`src/rtl/rename_map_table_if.sv`:
```
// Rename-stage bus: decode rename request, source lookups, active-list pairings, commit frees.
// The master side drives requests; the slave side (the map table) answers them.
interface rename_map_table_if;
  logic       rename_valid;
  logic       rename_ready;
  logic [4:0] rename_logical;
  logic [5:0] rename_physical;
  logic [4:0] src_a_logical;
  logic [4:0] src_b_logical;
  logic [5:0] src_a_physical;
  logic [5:0] src_b_physical;
  logic       add_mapping;
  logic [4:0] prev_logical_reg;
  logic [5:0] prev_physical_reg;
  logic       free_valid;
  logic [5:0] free_physical;
  logic       flush;
  logic       restore_valid;
  logic [4:0] restore_logical;
  logic [5:0] restore_physical;
  logic       restore_done;
  logic [6:0] free_count;
  logic       overflow_err;

  modport master (
    output rename_valid, rename_logical, src_a_logical, src_b_logical,
           free_valid, free_physical, flush, restore_valid,
           restore_logical, restore_physical, restore_done,
    input  rename_ready, rename_physical, src_a_physical, src_b_physical,
           add_mapping, prev_logical_reg, prev_physical_reg,
           free_count, overflow_err
  );

  modport slave (
    input  rename_valid, rename_logical, src_a_logical, src_b_logical,
           free_valid, free_physical, flush, restore_valid,
           restore_logical, restore_physical, restore_done,
    output rename_ready, rename_physical, src_a_physical, src_b_physical,
           add_mapping, prev_logical_reg, prev_physical_reg,
           free_count, overflow_err
  );
endinterface

```
`src/rtl/rename_map_table.sv`:
```
// Logical->physical map plus circular free list; lookups are zero-latency, updates land next cycle.
// rename_ready drops when the free list is empty, during flush, and throughout restore.
module rename_map_table (
  input  logic                clk,
  input  logic                rst,
  rename_map_table_if.slave   bus
);

  typedef enum logic {
    ST_NORMAL  = 1'b0,
    ST_RESTORE = 1'b1
  } state_t;

  state_t     r_state;
  logic [5:0] r_map [32];
  logic [5:0] r_fl  [64];
  logic [5:0] r_head;
  logic [5:0] r_tail;
  logic [6:0] r_count;
  logic       r_add_mapping;
  logic [4:0] r_prev_logical;
  logic [5:0] r_prev_physical;
  logic       r_overflow;

  logic       w_ready;
  logic       w_alloc;
  logic       w_push0;
  logic       w_push1;
  logic       w_push0_ok;
  logic       w_push1_ok;
  logic [6:0] w_cnt_after0;
  logic [5:0] w_tail1;
  logic [5:0] w_squashed;

  assign w_ready      = (r_state == ST_NORMAL) && (r_count != 7'd0) && !bus.flush;
  assign w_alloc      = bus.rename_valid && w_ready && (bus.rename_logical != 5'd0);

  // Commit free takes the first slot, the squashed restore allocation the second.
  assign w_squashed   = r_map[bus.restore_logical];
  assign w_push0      = bus.free_valid;
  assign w_push1      = bus.restore_valid && (r_state == ST_RESTORE);
  assign w_push0_ok   = w_push0 && (r_count != 7'd64);
  assign w_cnt_after0 = r_count + {6'd0, w_push0_ok};
  assign w_push1_ok   = w_push1 && (w_cnt_after0 != 7'd64);
  assign w_tail1      = r_tail + {5'd0, w_push0_ok};

  assign bus.rename_ready      = w_ready;
  assign bus.rename_physical   = r_fl[r_head];
  assign bus.src_a_physical    = (bus.src_a_logical == 5'd0) ? 6'd0 : r_map[bus.src_a_logical];
  assign bus.src_b_physical    = (bus.src_b_logical == 5'd0) ? 6'd0 : r_map[bus.src_b_logical];
  assign bus.add_mapping       = r_add_mapping;
  assign bus.prev_logical_reg  = r_prev_logical;
  assign bus.prev_physical_reg = r_prev_physical;
  assign bus.free_count        = r_count;
  assign bus.overflow_err      = r_overflow;

  always_ff @(posedge clk or posedge rst) begin
    if (rst) begin
      r_state         <= ST_NORMAL;
      r_head          <= 6'd0;
      r_tail          <= 6'd32;
      r_count         <= 7'd32;
      r_add_mapping   <= 1'b0;
      r_prev_logical  <= 5'd0;
      r_prev_physical <= 6'd0;
      r_overflow      <= 1'b0;
      for (int i = 0; i < 32; i++) begin
        r_map[i] <= 6'(i);
      end
      for (int i = 0; i < 64; i++) begin
        r_fl[i] <= (i < 32) ? 6'(i + 32) : 6'd0;
      end
    end else begin
      r_add_mapping <= w_alloc;

      case (r_state)
        ST_NORMAL:  if (bus.flush)        r_state <= ST_RESTORE;
        ST_RESTORE: if (bus.restore_done) r_state <= ST_NORMAL;
        default:                          r_state <= ST_NORMAL;
      endcase

      if (w_alloc) begin
        r_map[bus.rename_logical] <= r_fl[r_head];
        r_head                    <= r_head + 6'd1;
        r_prev_logical            <= bus.rename_logical;
        r_prev_physical           <= r_map[bus.rename_logical];
      end

      if (w_push1) begin
        r_map[bus.restore_logical] <= bus.restore_physical;
      end

      if (w_push0_ok) r_fl[r_tail]  <= bus.free_physical;
      if (w_push1_ok) r_fl[w_tail1] <= w_squashed;
      r_tail  <= w_tail1 + {5'd0, w_push1_ok};
      r_count <= w_cnt_after0 + {6'd0, w_push1_ok} - {6'd0, w_alloc};

      if ((w_push0 && !w_push0_ok) || (w_push1 && !w_push1_ok)) begin
        r_overflow <= 1'b1;
      end
    end
  end

endmodule

```
`src/flat_wrapper.sv`:
```
// flat-port wrapper written by rule: the top's interface ports become plain ports
module rename_map_table_flat 
  (clk, rst, bus_rename_valid, bus_rename_logical, bus_src_a_logical, bus_src_b_logical, bus_free_valid, bus_free_physical, bus_flush, bus_restore_valid, bus_restore_logical, bus_restore_physical, bus_restore_done, bus_rename_ready, bus_rename_physical, bus_src_a_physical, bus_src_b_physical, bus_add_mapping, bus_prev_logical_reg, bus_prev_physical_reg, bus_free_count, bus_overflow_err);
  rename_map_table_if bus_i ();
  input  logic clk;
  input  logic rst;
  input wire logic [$bits(bus_i.rename_valid)-1:0] bus_rename_valid;
  input wire logic [$bits(bus_i.rename_logical)-1:0] bus_rename_logical;
  input wire logic [$bits(bus_i.src_a_logical)-1:0] bus_src_a_logical;
  input wire logic [$bits(bus_i.src_b_logical)-1:0] bus_src_b_logical;
  input wire logic [$bits(bus_i.free_valid)-1:0] bus_free_valid;
  input wire logic [$bits(bus_i.free_physical)-1:0] bus_free_physical;
  input wire logic [$bits(bus_i.flush)-1:0] bus_flush;
  input wire logic [$bits(bus_i.restore_valid)-1:0] bus_restore_valid;
  input wire logic [$bits(bus_i.restore_logical)-1:0] bus_restore_logical;
  input wire logic [$bits(bus_i.restore_physical)-1:0] bus_restore_physical;
  input wire logic [$bits(bus_i.restore_done)-1:0] bus_restore_done;
  output wire logic [$bits(bus_i.rename_ready)-1:0] bus_rename_ready;
  output wire logic [$bits(bus_i.rename_physical)-1:0] bus_rename_physical;
  output wire logic [$bits(bus_i.src_a_physical)-1:0] bus_src_a_physical;
  output wire logic [$bits(bus_i.src_b_physical)-1:0] bus_src_b_physical;
  output wire logic [$bits(bus_i.add_mapping)-1:0] bus_add_mapping;
  output wire logic [$bits(bus_i.prev_logical_reg)-1:0] bus_prev_logical_reg;
  output wire logic [$bits(bus_i.prev_physical_reg)-1:0] bus_prev_physical_reg;
  output wire logic [$bits(bus_i.free_count)-1:0] bus_free_count;
  output wire logic [$bits(bus_i.overflow_err)-1:0] bus_overflow_err;
  assign bus_i.rename_valid = bus_rename_valid;
  assign bus_i.rename_logical = bus_rename_logical;
  assign bus_i.src_a_logical = bus_src_a_logical;
  assign bus_i.src_b_logical = bus_src_b_logical;
  assign bus_i.free_valid = bus_free_valid;
  assign bus_i.free_physical = bus_free_physical;
  assign bus_i.flush = bus_flush;
  assign bus_i.restore_valid = bus_restore_valid;
  assign bus_i.restore_logical = bus_restore_logical;
  assign bus_i.restore_physical = bus_restore_physical;
  assign bus_i.restore_done = bus_restore_done;
  assign bus_rename_ready = bus_i.rename_ready;
  assign bus_rename_physical = bus_i.rename_physical;
  assign bus_src_a_physical = bus_i.src_a_physical;
  assign bus_src_b_physical = bus_i.src_b_physical;
  assign bus_add_mapping = bus_i.add_mapping;
  assign bus_prev_logical_reg = bus_i.prev_logical_reg;
  assign bus_prev_physical_reg = bus_i.prev_physical_reg;
  assign bus_free_count = bus_i.free_count;
  assign bus_overflow_err = bus_i.overflow_err;
  rename_map_table u_core (.clk(clk), .rst(rst), .bus(bus_i));
endmodule
```
`config.mk`:
```
export PLATFORM = sky130hd
export DESIGN_NAME = rename_map_table_flat
export DESIGN_NICKNAME = d
export VERILOG_FILES = /design/src/rtl/rename_map_table_if.sv /design/src/rtl/rename_map_table.sv /design/src/flat_wrapper.sv
export SDC_FILE = /design/constraint.sdc
export NUM_CORES = 2
export LEC_CHECK = 0
export BUFFER_PORTS_ARGS = -buffer_cell sky130_fd_sc_hd__buf_4
export CAP_MARGIN = 20
export CORE_MARGIN = 10
export CORE_UTILIZATION = 64
export CTS_CLUSTER_SIZE = 12
export DETAILED_ROUTE_END_ITERATION = 8
export PLACE_DENSITY = 0.87
export SYNTH_ARGS = -nofsm -noshare
export SYNTH_HDL_FRONTEND = slang
export SYNTH_SLANG_ARGS = --single-unit
export TNS_END_PERCENT = 1
```
`constraint.sdc`:
```
create_clock -name clk -period 20.6 [get_ports clk]
set_input_delay 1.03 -clock clk [delete_from_list [all_inputs] [get_ports clk]]
set_output_delay 1.03 -clock clk [all_outputs]
set_load 0.01 [all_outputs]
```
# After elaboration in Yosys (flattened, before gate mapping)
# Cells that the tools add are included.
# word_totals
regBits	609
input_bits	39
output_inout_bits	39
elab_cells	188
# classes
add_sub_neg	6
magnitude_cmp	11
eq_ne	2
mux	36
n_bitwise	8
reduce_logical	21
# op_table
op	n
$bwmux 384	2
$mux 384	2
$bwmux 192	2
$mux 192	2
$bmux 6 s5	4
$mux 6	16
$demux 6 s6	2
$demux 6 s5	2
$bmux 6 s6	1
$ge 6x6->1 const B	4
$not 5->6	4
$ge 7x7->1 const B	3
$not 6->7	3
$add 7x1->7	2
$lt 7x1->1 const B	2
$ne 7x7->1 const B	2
$logic_and 1x1->1	13
$add 6x1->6	2
$lt 6x1->1 const B	2
$logic_not 5->1	2
$reduce_bool 7->1	1
$sub 7x1->7	1
$add 6x1->6 const B	1
$reduce_bool 5->1	1
5 further kinds	8

# Depth between registers and ports, before layout
# depth
word_depth	10
mapped_depth	24
ltp_nobuf	23

# Worst setup path after synthesis
# Ideal clock, no wire load.
# synth_path
path_kind	register to register
start	register u_core.r_count[1] (netlist: u_core.bus.free_count[1])
end	register u_core.r_count[6] (netlist: u_core.bus.free_count[6])
setup_time_ps	125
t_arrival_ps	4619
t_required_ps	20475
slack_ps	15856
path_stages_with_launch	25
n_path_buf	1
synth_period_minus_slack_ps	4744
path_cell_list	dfrtp_1 or4_1 clkbuf_1 nor3_4 nor2b_1 ha_1 ha_1 nand3_1 xor2_1 ha_1 nand3_1 a21oi_1 nor2_1 inv_1 ha_1 inv_1 ha_1 inv_1 fa_1 nand2b_1 a21oi_1 o21ai_0 a21oi_1 nor2_1 xnor2_1
# synth_between
elab_chain_len	7
elab_cells_between_ends	12
cone_classes	3 x add/sub; 2 x eq/ne; 7 x reduce/logical
# synth_rtl
item	line	rtl
start, declared	rename_map_table.sv:19	logic [6:0] r_count;
start signal, assigned	rename_map_table.sv:96	r_count <= w_cnt_after0 + {6'd0, w_push1_ok} - {6'd0, w_alloc};
$ne 7x7->1	rename_map_table.sv:42	assign w_push0_ok = w_push0 && (r_count != 7'd64);
$logic_and 1x1->1	rename_map_table.sv:42	
$add 7x1->7	rename_map_table.sv:43	assign w_cnt_after0 = r_count + {6'd0, w_push0_ok};
$ne 7x7->1	rename_map_table.sv:44	assign w_push1_ok = w_push1 && (w_cnt_after0 != 7'd64);
$logic_and 1x1->1	rename_map_table.sv:44	
$add 7x1->7	rename_map_table.sv:96	
$sub 7x1->7 (*)	rename_map_table.sv:96	
# Mark *: on every way between the ends. The rest lies on a longest branch, timed or not.
# A chain may end at the register's enable or synchronous reset.

# Worst setup path after layout
# layout_path
start	register u_core.r_head[0]
end	output bus_rename_physical[3]
# layout_between
elab_chain_len	4
# layout_rtl
item	line	rtl
start, declared	rename_map_table.sv:17	logic [5:0] r_head;
start signal, assigned	rename_map_table.sv:84	r_head <= r_head + 6'd1;
$not 6->7 (implied by the code)	rename_map_table.sv:48	assign bus.rename_physical = r_fl[r_head];
$bmux 6 s6	rename_map_table.sv:48	
$mux 6 (implied by the code) (2 in series)	rename_map_table.sv:48	
end, declared	flat_wrapper.sv:19	output wire logic [$bits(bus_i.rename_physical)-1:0] bus_rename_physical;
# No other way between the ends. The select of a mux whose other input is x is not followed.

==> metrics.txt <==
CTS max path bufs 3; Die Y 264.9 um; Num CTS Buffers 67; GRT Util Overall 0.3513; initial antenna violation count 6; global route total overflow 0; hold-critical path depth 2; Worst path depth 9; Final setup violation count 0; die area 70160 um2; Top Ports 78; f_max 170.1 MHz; port bufs 77; post-synth cell types 69; vias 30430; P_leak 19.49 nW; sequential fraction of the synthesis area 0.4034; clk_skew 0.05216 ns; hold_buf cts 0; Rows 89; largest net degree at the start of global routing 175; Slew Limit Fails 0; Inst Count DP 3792; commonest non-fill, non-tap cell in the layout mux2i_1; global-route wire length before repair 190600 um; core area 59240 um2; DR pass1 iterations 6; Buf/Inv on CP 4; syn avg cell area 11.98 um2; DRT iter0 DRCs 5009; Post-DP HPWL 78430 um; Crit path top cell by count buf_4; P per Cell Area 136.1 nW/um2; delay-heaviest family, CP buffers and inverters; most flop-heavy register u_core.r_fl; Area Growth Syn to Fin 7.429%; crit end category output pin; Hold Violations, Final 0; Detail Route Antenna Nets 0; status finished, final reports clean; Net Count, Synth 3261; Cell Count, Final, Fillers Out 3919; Worst EP arrival 4.85 ns; largest fanout on the critical path 56; ys async rst share 1.000; Final period util 0.2854; slowest cell on the critical path buf_4; Most used DFF post-synth dfrtp_1; fin crit period 5.879 ns; Largest register FFs 384; reg2reg path depth 23; final core utilization 0.6960; Final GP Congestion 1.059; CTS root buffer clkbuf_16; mapped cell area 38380 um2; Critical Path Start Type flop; slew margin rel. 0.2171; footprint of the multi-input gates 21550 um2; Crit Path Class reg -> out; Yosys Warn Count 0; WP data required 19.57 ns; Fin Setup TNS 0 ns; RSZ-0062 raised after global routing false; Synth top area share 0.2706; Post-synth EDFFs 0; CTS clock-pin slew for the worst setup and hold paths 0.07 ns; #FFs+latches synth 609; fin nets 3152; area leader, netlist dfrtp_1; Die Wd 264.9 um; FF/Latch Area 15490 um2; WL per Instance 31.77 um; CTS sink cnt 609; clk_lat worst skew 0.65 ns; residual DRC count 0; Starting Density 0.6479; fillcell total 3881; Worst Hold Class reg -> reg; CTS H-Tree Depth 3; post_cts resized 0; detailed-route wire length 124500 um; most frequent cells in the layout 832 x mux2i_1, 412 x dfrtp_1, 401 x nand2_1, 286 x mux4_2, 194 x dfstp_2; DR vias/cell 7.765; Syn Inst Count 3205; vias in the first global route 31230; max-cap check violation count 0; Post-CTS Setup Bufs 0; CTS tree yes; largest cells by area after synthesis dfrtp_1 27%, mux2i_1 22%, mux4_2 17%; crit-path cells buf_4 -> mux4_1 -> a22o_1 -> a2111oi_0 -> nor3_1 -> a21oi_2 -> buf_4 -> inv_1 -> buf_4; Worst VDD drop 0.1241 mV; layout cell share with drive strength beyond 1 0.2373; Slew @ Worst Pin 1.166 ns; Max stage delay on crit path 0.87 ns
## where the power goes
part           leakage (nW)  switching (mW)  internal, mW
registers              7.56           0.412          1.71
logic                  10.9            1.36         0.941
clock network          1.03           0.516         0.669
total                  19.5            2.29          3.32
## kinds of logic after synthesis
family | synth area share
muxes | 0.3889
and+or+nand+nor | 0.07889
DFF | 0.4034
AOI/OAI and AO/OA | 0.07948
buffers and inverters | 0.03742
xor gates and xnor gates | 0.006161
adders and majority gates | 0.005738
## worst min-delay path, stage by stage, from the launching register on
cell,delay (ns)
dfrtp_1,0.35
nand2_1,0.05
nand2_1,0.06
## cell type report
class,count,share of cell area
diodes,2,0.0001214
inverters,24,0.002367
multi-input cells,2265,0.5227
flip-flops and latches,609,0.3756
clock buffers,97,0.04609
clock inverters,20,0.004855
well taps,773,0.02346
repair buffers,129,0.02479
## cell usage after synthesis, drive strengths merged, types with 2 or more instances
cell	instances
mux2	7
nor3b	13
dfstp	194
nor4	2
nand3	42
xnor2	20
nor2	109
a2111oi	3
nand4	3
or4	3
or2	2
clkbuf	198
a22oi	101
buf	109
nor4b	2
nor2b	13
o211ai	31
xor2	7
and3	16
o2111a	4
mux4	289
nand2	401
o22ai	3
a21oi	62
a22o	6
dfrtp	415
and4	6
inv	23
o21ai	56
a31oi	5
nand3b	14
mux2i	832
nand2b	11
a221oi	5
nor3	13
a32oi	2
and3b	5
o221ai	117
or3	10
and2	16
o311a	2
a21o	2
a221o	5
ha	16
## layer usage
metal / wire (um) / share of wire / vias up / track usage
met5: 112 / 0.00090 / - / 0.004848
met4: 7672 / 0.062 / 12 / 0.1882
met3: 19940 / 0.16 / 708 / 0.1579
met2: 54270 / 0.44 / 2631 / 0.5157
met1: 42530 / 0.34 / 15120 / 0.4306
li1: - / - / 11960 / -
## through the flow
step           total power [mW]  worst slack [ns]  cell area (um2)  hold WS [ns]
5_1_grt                   5.782             14.38            41230        0.5060
3_3_place_gp              4.154             15.22            39010        0.4666
2_1_floorplan             3.513             2.841            38380        0.5009
4_1_cts                   5.481             14.86            41120        0.4904
3_5_place_dp              4.294             14.97            39020        0.4726
6_report                  5.612             14.72            41230        0.4911
## final timing paths
| kind | from | endpoint | slack [ns] |
|---|---|---|---|
| max reg2reg | u_core.bus.free_count[1]$_DFF_PP0_ | u_core.bus.free_count[6]$_DFF_PP0_ | 14.83 |
| max | u_core.r_head[0]$_DFFE_PP0P_ | bus_rename_physical[3] | 14.72 |
| min | u_core.bus.prev_logical_reg[4]$_DFFE_PP0P_ | u_core.bus.prev_logical_reg[4]$_DFFE_PP0P_ | 0.49 |
| max in group asynchronous | rst | u_core.r_fl[150]$_DFF_PP0_ | 17.52 |
| min in group asynchronous | rst | u_core.r_fl[253]$_DFF_PP0_ | 0.61 |
| min reg2reg | u_core.bus.prev_logical_reg[4]$_DFFE_PP0P_ | u_core.bus.prev_logical_reg[4]$_DFFE_PP0P_ | 0.49 |
(Power assumes the default switching activity.)
